File: src/rtl/z88_pkg.sv
// Shared constants and FSM state type for the Z88 slot memory controller.
package z88_pkg;

  localparam int unsigned NSLOTS_DEF = 5;
  localparam int unsigned AW_DEF     = 19;
  localparam int unsigned DW_DEF     = 8;
  localparam int unsigned WSW_DEF    = 3;

  localparam int unsigned SLOT_ROM0  = 0;
  localparam int unsigned SLOT_RAM0  = 1;
  localparam int unsigned SLOT_CARD1 = 2;
  localparam int unsigned SLOT_CARD2 = 3;
  localparam int unsigned SLOT_CARD3 = 4;

  typedef enum logic [2:0] {
    IDLE,
    SETUP,
    STROBE,
    HOLD,
    RELEASE
  } state_t;

endpackage

File: src/rtl/z88_slot_sel.sv
// Lowest-index priority encoder over active-low slot selects, with multi-select detect.
module z88_slot_sel
  import z88_pkg::*;
#(
  parameter int unsigned NSLOTS = NSLOTS_DEF,
  parameter int unsigned SW     = (NSLOTS > 1) ? $clog2(NSLOTS) : 1
) (
  input  logic [NSLOTS-1:0] cs_n,
  output logic [SW-1:0]     slot,
  output logic              any,
  output logic              multi
);

  logic [NSLOTS-1:0] sel;

  always_comb begin
    sel  = ~cs_n;
    slot = '0;
    for (int i = NSLOTS - 1; i >= 0; i--) begin
      if (sel[i]) slot = SW'(i);
    end
    any   = |sel;
    // Clearing the lowest set bit leaves something only if two or more are set.
    multi = |(sel & (sel - NSLOTS'(1)));
  end

endmodule

File: src/rtl/z88_slot_ctrl.sv
// Multi-slot async memory controller with per-slot programmable wait states.
// Optional write protection enabled by defining Z88_SLOT_WRPROT_EN.
module z88_slot_ctrl
  import z88_pkg::*;
#(
  parameter int unsigned NSLOTS = NSLOTS_DEF,
  parameter int unsigned AW     = AW_DEF,
  parameter int unsigned DW     = DW_DEF,
  parameter int unsigned WSW    = WSW_DEF,
  parameter logic [NSLOTS*WSW-1:0] WS_INIT = {NSLOTS{WSW'(1)}}
) (
  input  logic                                        clk,
  input  logic                                        reset,
  input  logic [NSLOTS-1:0]                           req_cs_n,
  input  logic [AW-1:0]                               req_a,
  input  logic                                        req_rd,
  input  logic                                        req_wr,
  input  logic [DW-1:0]                               req_wdata,
  output logic [DW-1:0]                               rdata,
  output logic                                        wait_n,
  output logic [AW-1:0]                               mem_a,
  output logic [DW-1:0]                               mem_wdata,
  input  logic [DW-1:0]                               mem_rdata,
  output logic [NSLOTS-1:0]                           mem_ce_n,
  output logic                                        mem_oe_n,
  output logic                                        mem_we_n,
  input  logic                                        cfg_we,
  input  logic [((NSLOTS > 1) ? $clog2(NSLOTS) : 1)-1:0] cfg_slot,
  input  logic [WSW-1:0]                              cfg_ws,
`ifdef Z88_SLOT_WRPROT_EN
  input  logic [NSLOTS-1:0]                           cfg_wp,
  output logic                                        wp_hit,
`endif
  output logic                                        err
);

  localparam int unsigned SW = (NSLOTS > 1) ? $clog2(NSLOTS) : 1;

  state_t                       state, state_nxt;
  logic [SW-1:0]                sel_slot, slot_q;
  logic                         sel_any, sel_multi;
  logic                         valid_c, load_c, capture_c, wp_blk;
  logic                         wr_q;
  logic [WSW-1:0]               cnt;
  logic [NSLOTS-1:0][WSW-1:0]   ws_tab;
  logic [NSLOTS-1:0]            ce_n_d;
  logic                         oe_n_d, we_n_d;

  function automatic logic [NSLOTS-1:0] ce_vec(input logic [SW-1:0] s);
    ce_vec = ~(NSLOTS'(1) << s);
  endfunction

  z88_slot_sel #(.NSLOTS(NSLOTS), .SW(SW)) u_sel (
    .cs_n  (req_cs_n),
    .slot  (sel_slot),
    .any   (sel_any),
    .multi (sel_multi)
  );

  assign valid_c = (req_rd | req_wr) & sel_any;
  assign wait_n  = reset | ~(((state == IDLE) && valid_c) || (state == SETUP) || (state == STROBE));

  // Next state and next values of the registered memory strobes.
  always_comb begin
    state_nxt = state;
    load_c    = 1'b0;
    capture_c = 1'b0;
    ce_n_d    = '1;
    oe_n_d    = 1'b1;
    we_n_d    = 1'b1;
    case (state)
      IDLE: begin
        if (valid_c) begin
          state_nxt = SETUP;
          load_c    = 1'b1;
          ce_n_d    = ce_vec(sel_slot);
        end
      end
      SETUP: begin
        state_nxt = STROBE;
        ce_n_d    = ce_vec(slot_q);
        oe_n_d    = wr_q;
        we_n_d    = ~wr_q | wp_blk;
      end
      STROBE: begin
        ce_n_d = ce_vec(slot_q);
        if (cnt == '0) begin
          state_nxt = HOLD;
          capture_c = ~wr_q;
        end else begin
          oe_n_d = wr_q;
          we_n_d = ~wr_q | wp_blk;
        end
      end
      HOLD:    state_nxt = RELEASE;
      RELEASE: if (!valid_c) state_nxt = IDLE;
      default: state_nxt = IDLE;
    endcase
  end

  always_ff @(posedge clk) begin
    if (reset) begin
      state     <= IDLE;
      mem_ce_n  <= '1;
      mem_oe_n  <= 1'b1;
      mem_we_n  <= 1'b1;
      mem_a     <= '0;
      mem_wdata <= '0;
      rdata     <= '0;
      err       <= 1'b0;
      slot_q    <= '0;
      wr_q      <= 1'b0;
      cnt       <= '0;
      ws_tab    <= WS_INIT;
    end else begin
      state    <= state_nxt;
      mem_ce_n <= ce_n_d;
      mem_oe_n <= oe_n_d;
      mem_we_n <= we_n_d;
      if (load_c) begin
        slot_q    <= sel_slot;
        wr_q      <= req_wr & ~req_rd;
        mem_a     <= req_a;
        mem_wdata <= req_wdata;
        cnt       <= ws_tab[sel_slot];
        if (sel_multi || (req_rd && req_wr)) err <= 1'b1;
      end else if ((state == STROBE) && (cnt != '0)) begin
        cnt <= cnt - WSW'(1);
      end
      if (capture_c) rdata <= mem_rdata;
      // Table read above sees the pre-update value, so an access latched this edge keeps its old count.
      if (cfg_we && (32'(cfg_slot) < NSLOTS)) ws_tab[cfg_slot] <= cfg_ws;
    end
  end

`ifdef Z88_SLOT_WRPROT_EN
  logic [NSLOTS-1:0] wp_tab;
  logic              wp_q;

  always_ff @(posedge clk) begin
    if (reset) begin
      wp_tab <= '0;
      wp_q   <= 1'b0;
      wp_hit <= 1'b0;
    end else begin
      if (cfg_we && (32'(cfg_slot) < NSLOTS)) wp_tab[cfg_slot] <= cfg_wp[cfg_slot];
      if (load_c) begin
        wp_q <= req_wr & ~req_rd & wp_tab[sel_slot];
        if (req_wr && !req_rd && wp_tab[sel_slot]) wp_hit <= 1'b1;
      end
    end
  end

  assign wp_blk = wp_q;
`else
  assign wp_blk = 1'b0;
`endif

endmodule
File: config.mk
export PLATFORM = sky130hd
export DESIGN_NAME = z88_slot_ctrl
export DESIGN_NICKNAME = d
export VERILOG_FILES = /design/src/rtl/z88_pkg.sv /design/src/rtl/z88_slot_sel.sv /design/src/rtl/z88_slot_ctrl.sv
export SDC_FILE = /design/constraint.sdc
export NUM_CORES = 1
export LEC_CHECK = 0
export BUFFER_PORTS_ARGS = -buffer_cell sky130_fd_sc_hd__clkbuf_2
export CORE_MARGIN = 3
export CORE_UTILIZATION = 49
export DETAILED_ROUTE_END_ITERATION = 10
export HOLD_SLACK_MARGIN = 0.02
export PLACE_DENSITY = 0.76
export SLEW_MARGIN = 20
export SYNTH_ARGS = -nofsm -noshare
export SYNTH_HDL_FRONTEND = slang
export SYNTH_HIERARCHICAL = 1
export SYNTH_SLANG_ARGS = --single-unit
File: constraint.sdc
create_clock -name clk -period 2.6 [get_ports clk]
set_clock_uncertainty 0.15 [all_clocks]
set_input_delay 0.26 -clock clk [delete_from_list [all_inputs] [get_ports clk]]
set_output_delay 0.26 -clock clk [all_outputs]
set_load 0.03 [all_outputs]
==> results.yml <==
outcome:
  outcome: "complete, no violations"
floorplanning:
  die_area_mm2: 0.006597
  die_x_um: 81.22
  row_count: 26
  ios: 95
  start_util_pct: 52.29
  die_h_um: 81.22
  core_area_mm2: 0.005303
setup_path:
  cp_top_family: "compound AO/OA/AOI/OAI gates"
  cpPeakStageDelay_ps: 380
  path_class: "flop to output pin"
  required_ps: 2190
  path_buf_inv: 2
  cp-start-kind: "flop"
  arrival_ps: 1880
  rr_endpoint: "mem_a[18]"
  r2r_setup_slack_ps: 670
  cp-end-kind: "output pin"
  slowest_stage: "dfxtp_1"
  rr_worst_depth: 5
  cp-startpoint: "state[0]"
  critical_path.max_fanout: 16
  rr_startpoint: "state[0]"
  crit_chain: "nor2_2 > o2111ai_4 > a21oi_2 > inv_1 > clkbuf_2"
global_route:
  grt_use_total_pct: 21.46
  grt_max_degree: 27
  antenna_found_initial: 0
  grt_pass1_vias: 2515
  gr-total-overflow: 0
  grt_pass1_wl_um: 11030
clocking:
  cts_buffers: 9
  ctsResizeCount: 0
  htreeDepth: 3
  cts_setup_buffers: 0
  path_clk_slew_ps: 70
  clock_path_buffers: 2
  insertion_delay_ps: 330
  cts-root-buf: "clkbuf_8"
  cts_tree: "yes"
  cts_hold_buf: 34
  cts.sinks: 68
timing:
  rsz0062_at_grt: "no"
  max_freq_ghz: 0.4362
  finalSetupTns_ps: 0
  finalSetupViolations: 0
  slew_viol_final: 0
  worst_slack_ps: 307.3
  timing.final.crit_period_ps: 2293
  final-hold-violation-count: 0
  tightest_slew_ps: 688.1
  period_share_pct: 88.18
  slew_headroom_pct: 53.77
yosys:
  netlist_instances: 309
  netlist_area_mm2: 0.002773
  synth_adder_area_share_pct: 1.309
  synthXorXnorAreaFrac_pct: 0.6318
  yosysMostFrequentCell: "dfxtp_1"
  synth_cell_type_count: 41
  netlist.area_leader.share_pct: 49.10
  synth_mux_area_share_pct: 9.928
  async_flop_share_pct: 0
  synth_compound_area_share_pct: 13.49
  synth_flop_cell: "dfxtp_1"
  synth_area_leaders: "dfxtp_1 49%, nand2_1 8.8%, mux2i_1 8.3%, a21oi_1 6.0%, nor2_1 3.8%"
  yosysWarnings: 6
  ys_seq_area_share_pct: 49.10
  synthTopCellsByCount: "68 x dfxtp_1, 65 x nand2_1, 33 x a21oi_1"
  ys_seq_elements: 68
  synth_fp_nets: 362
  yosys.area_share.simple_pct: 22.07
  synth_edf_count: 0
  yosysTopAreaCell: "dfxtp_1"
  syn_avg_cell_area_um2: 8.973
  synth_top_family_by_area: "simple AND/OR/NAND/NOR gates"
routing:
  vias: 2593
  ant_nets: 0
  dr.pass1.iters: 4
  wirelength_um: 6687
  vias_per_cell: 5.064
  drc: 0
  wl_per_cell_um: 13.06
  drtIter0Drc: 114
flow_run:
  cap_violations: 0
placement:
  dpl_cell_area_mm2: 0.003331
  dp_hpwl_um: 4485
  gp_congestion: 0.7584
  port_buffers: 94
  dp_cells: 463
  preCtsSetupSlack_ps: 541.4
min_path:
  hp-start: "mem_rdata[5]"
  hold_path_end: "rdata[5]"
  hold_path_depth: 3
  worstHoldPathType: "input pin to flop"
layout:
  n_fill_cell: 406
  multi_input_area_mm2: 0.001333
  final_area_mm2: 0.003859
  layout.cells.non_filler: 512
  drive_gt1_share_pct: 28.96
  area_growth_syn_to_layout_pct: 39.17
  seqCellArea_mm2: 0.001361
  diodes: 0
  nets: 491
pwr:
  power_mw: 3.187
  cellPowerDensity_mw_per_mm2: 826.0
  p_leak_nw: 1.657
  peakVddDrop_v: 0.0003893
==> report_power, final <==
part           total, mW  internal [mW]  switching [mW]
clock network      0.798          0.444           0.354
logic               1.10          0.369           0.726
registers           1.29           1.20          0.0891
==> through the flow <==
stage               utilization [%]  hold WS [ps]
finish                        72.77         33.03
CTS                           72.77         28.74
floorplan                         -         227.9
global placement              62.81         292.0
global route                  72.77         39.39
detailed placement            62.81         297.6
==> worst min-delay path, stage by stage <==
cell and delay [ps]:
clkbuf_2 80, mux2i_1 50, nor2_1 80
==> state kept, by name (all words and copies together), names as in the netlist <==
signal and cells:
mem_oe_n 1, mem_ce_n 5, slot_q 3, ws_tab 15, mem_wdata 8, mem_a 19, wr_q 1, err 1
state 3, cnt 3, rdata 8, mem_we_n 1
==> worst max path at each step <==
stage | endpoint | slack, ps | depth (start not counted)
2_1_floorplan | cnt[2] | 680 | 6
3_3_place_gp | cnt[2] | 540 | 6
3_5_place_dp | cnt[2] | 540 | 6
4_1_cts | wait_n | 280 | 5
5_1_grt | wait_n | 120 | 5
6_report | wait_n | 310 | 5
==> placed cells by master (no fill, tap or decap), types with 3 or more instances in the layout <==
cell type / instances
nor3_1: 9
mux2i_1: 23
a211o_1: 5
nor2_1: 28
clkbuf_2: 94
a211oi_1: 3
nor3b_1: 4
buf_4: 7
nand2_1: 65
nand2b_1: 5
dlygate4sd3_1: 34
inv_1: 7
a21oi_1: 33
nor2b_1: 4
dfxtp_1: 68
clkbuf_8: 13
o221ai_1: 5
==> area by class of cell <==
type | count | area share [%]
Inverter | 7 | 0.6809
Clock inverter | 1 | 0.1297
Timing Repair Buffer | 135 | 22.37
Tap cell | 70 | 2.270
Sequential cell | 68 | 35.28
Clock buffer | 14 | 4.734
Multi-Input combinational cell | 217 | 34.53
==> layer usage <==
metal	GRT usage (%)	share of wire, %
met4	7.601	1.5
met3	4.213	5.9
met5	0	0
met2	37.36	46
met1	26.28	46
==> cells by family (layout without fill, tap and decap cells) <==
| kind of cell | after synthesis | in the layout |
|---|---|---|
| muxes | 26 | 26 |
| DFF | 68 | 68 |
| xor gates and xnor gates | 2 | 2 |
| AOI/OAI and AO/OA | 57 | 57 |
| buffers and inverters | 24 | 157 |
| and+or+nand+nor | 129 | 129 |
| adders and majority gates | 3 | 3 |
(Power assumes the default switching activity.)
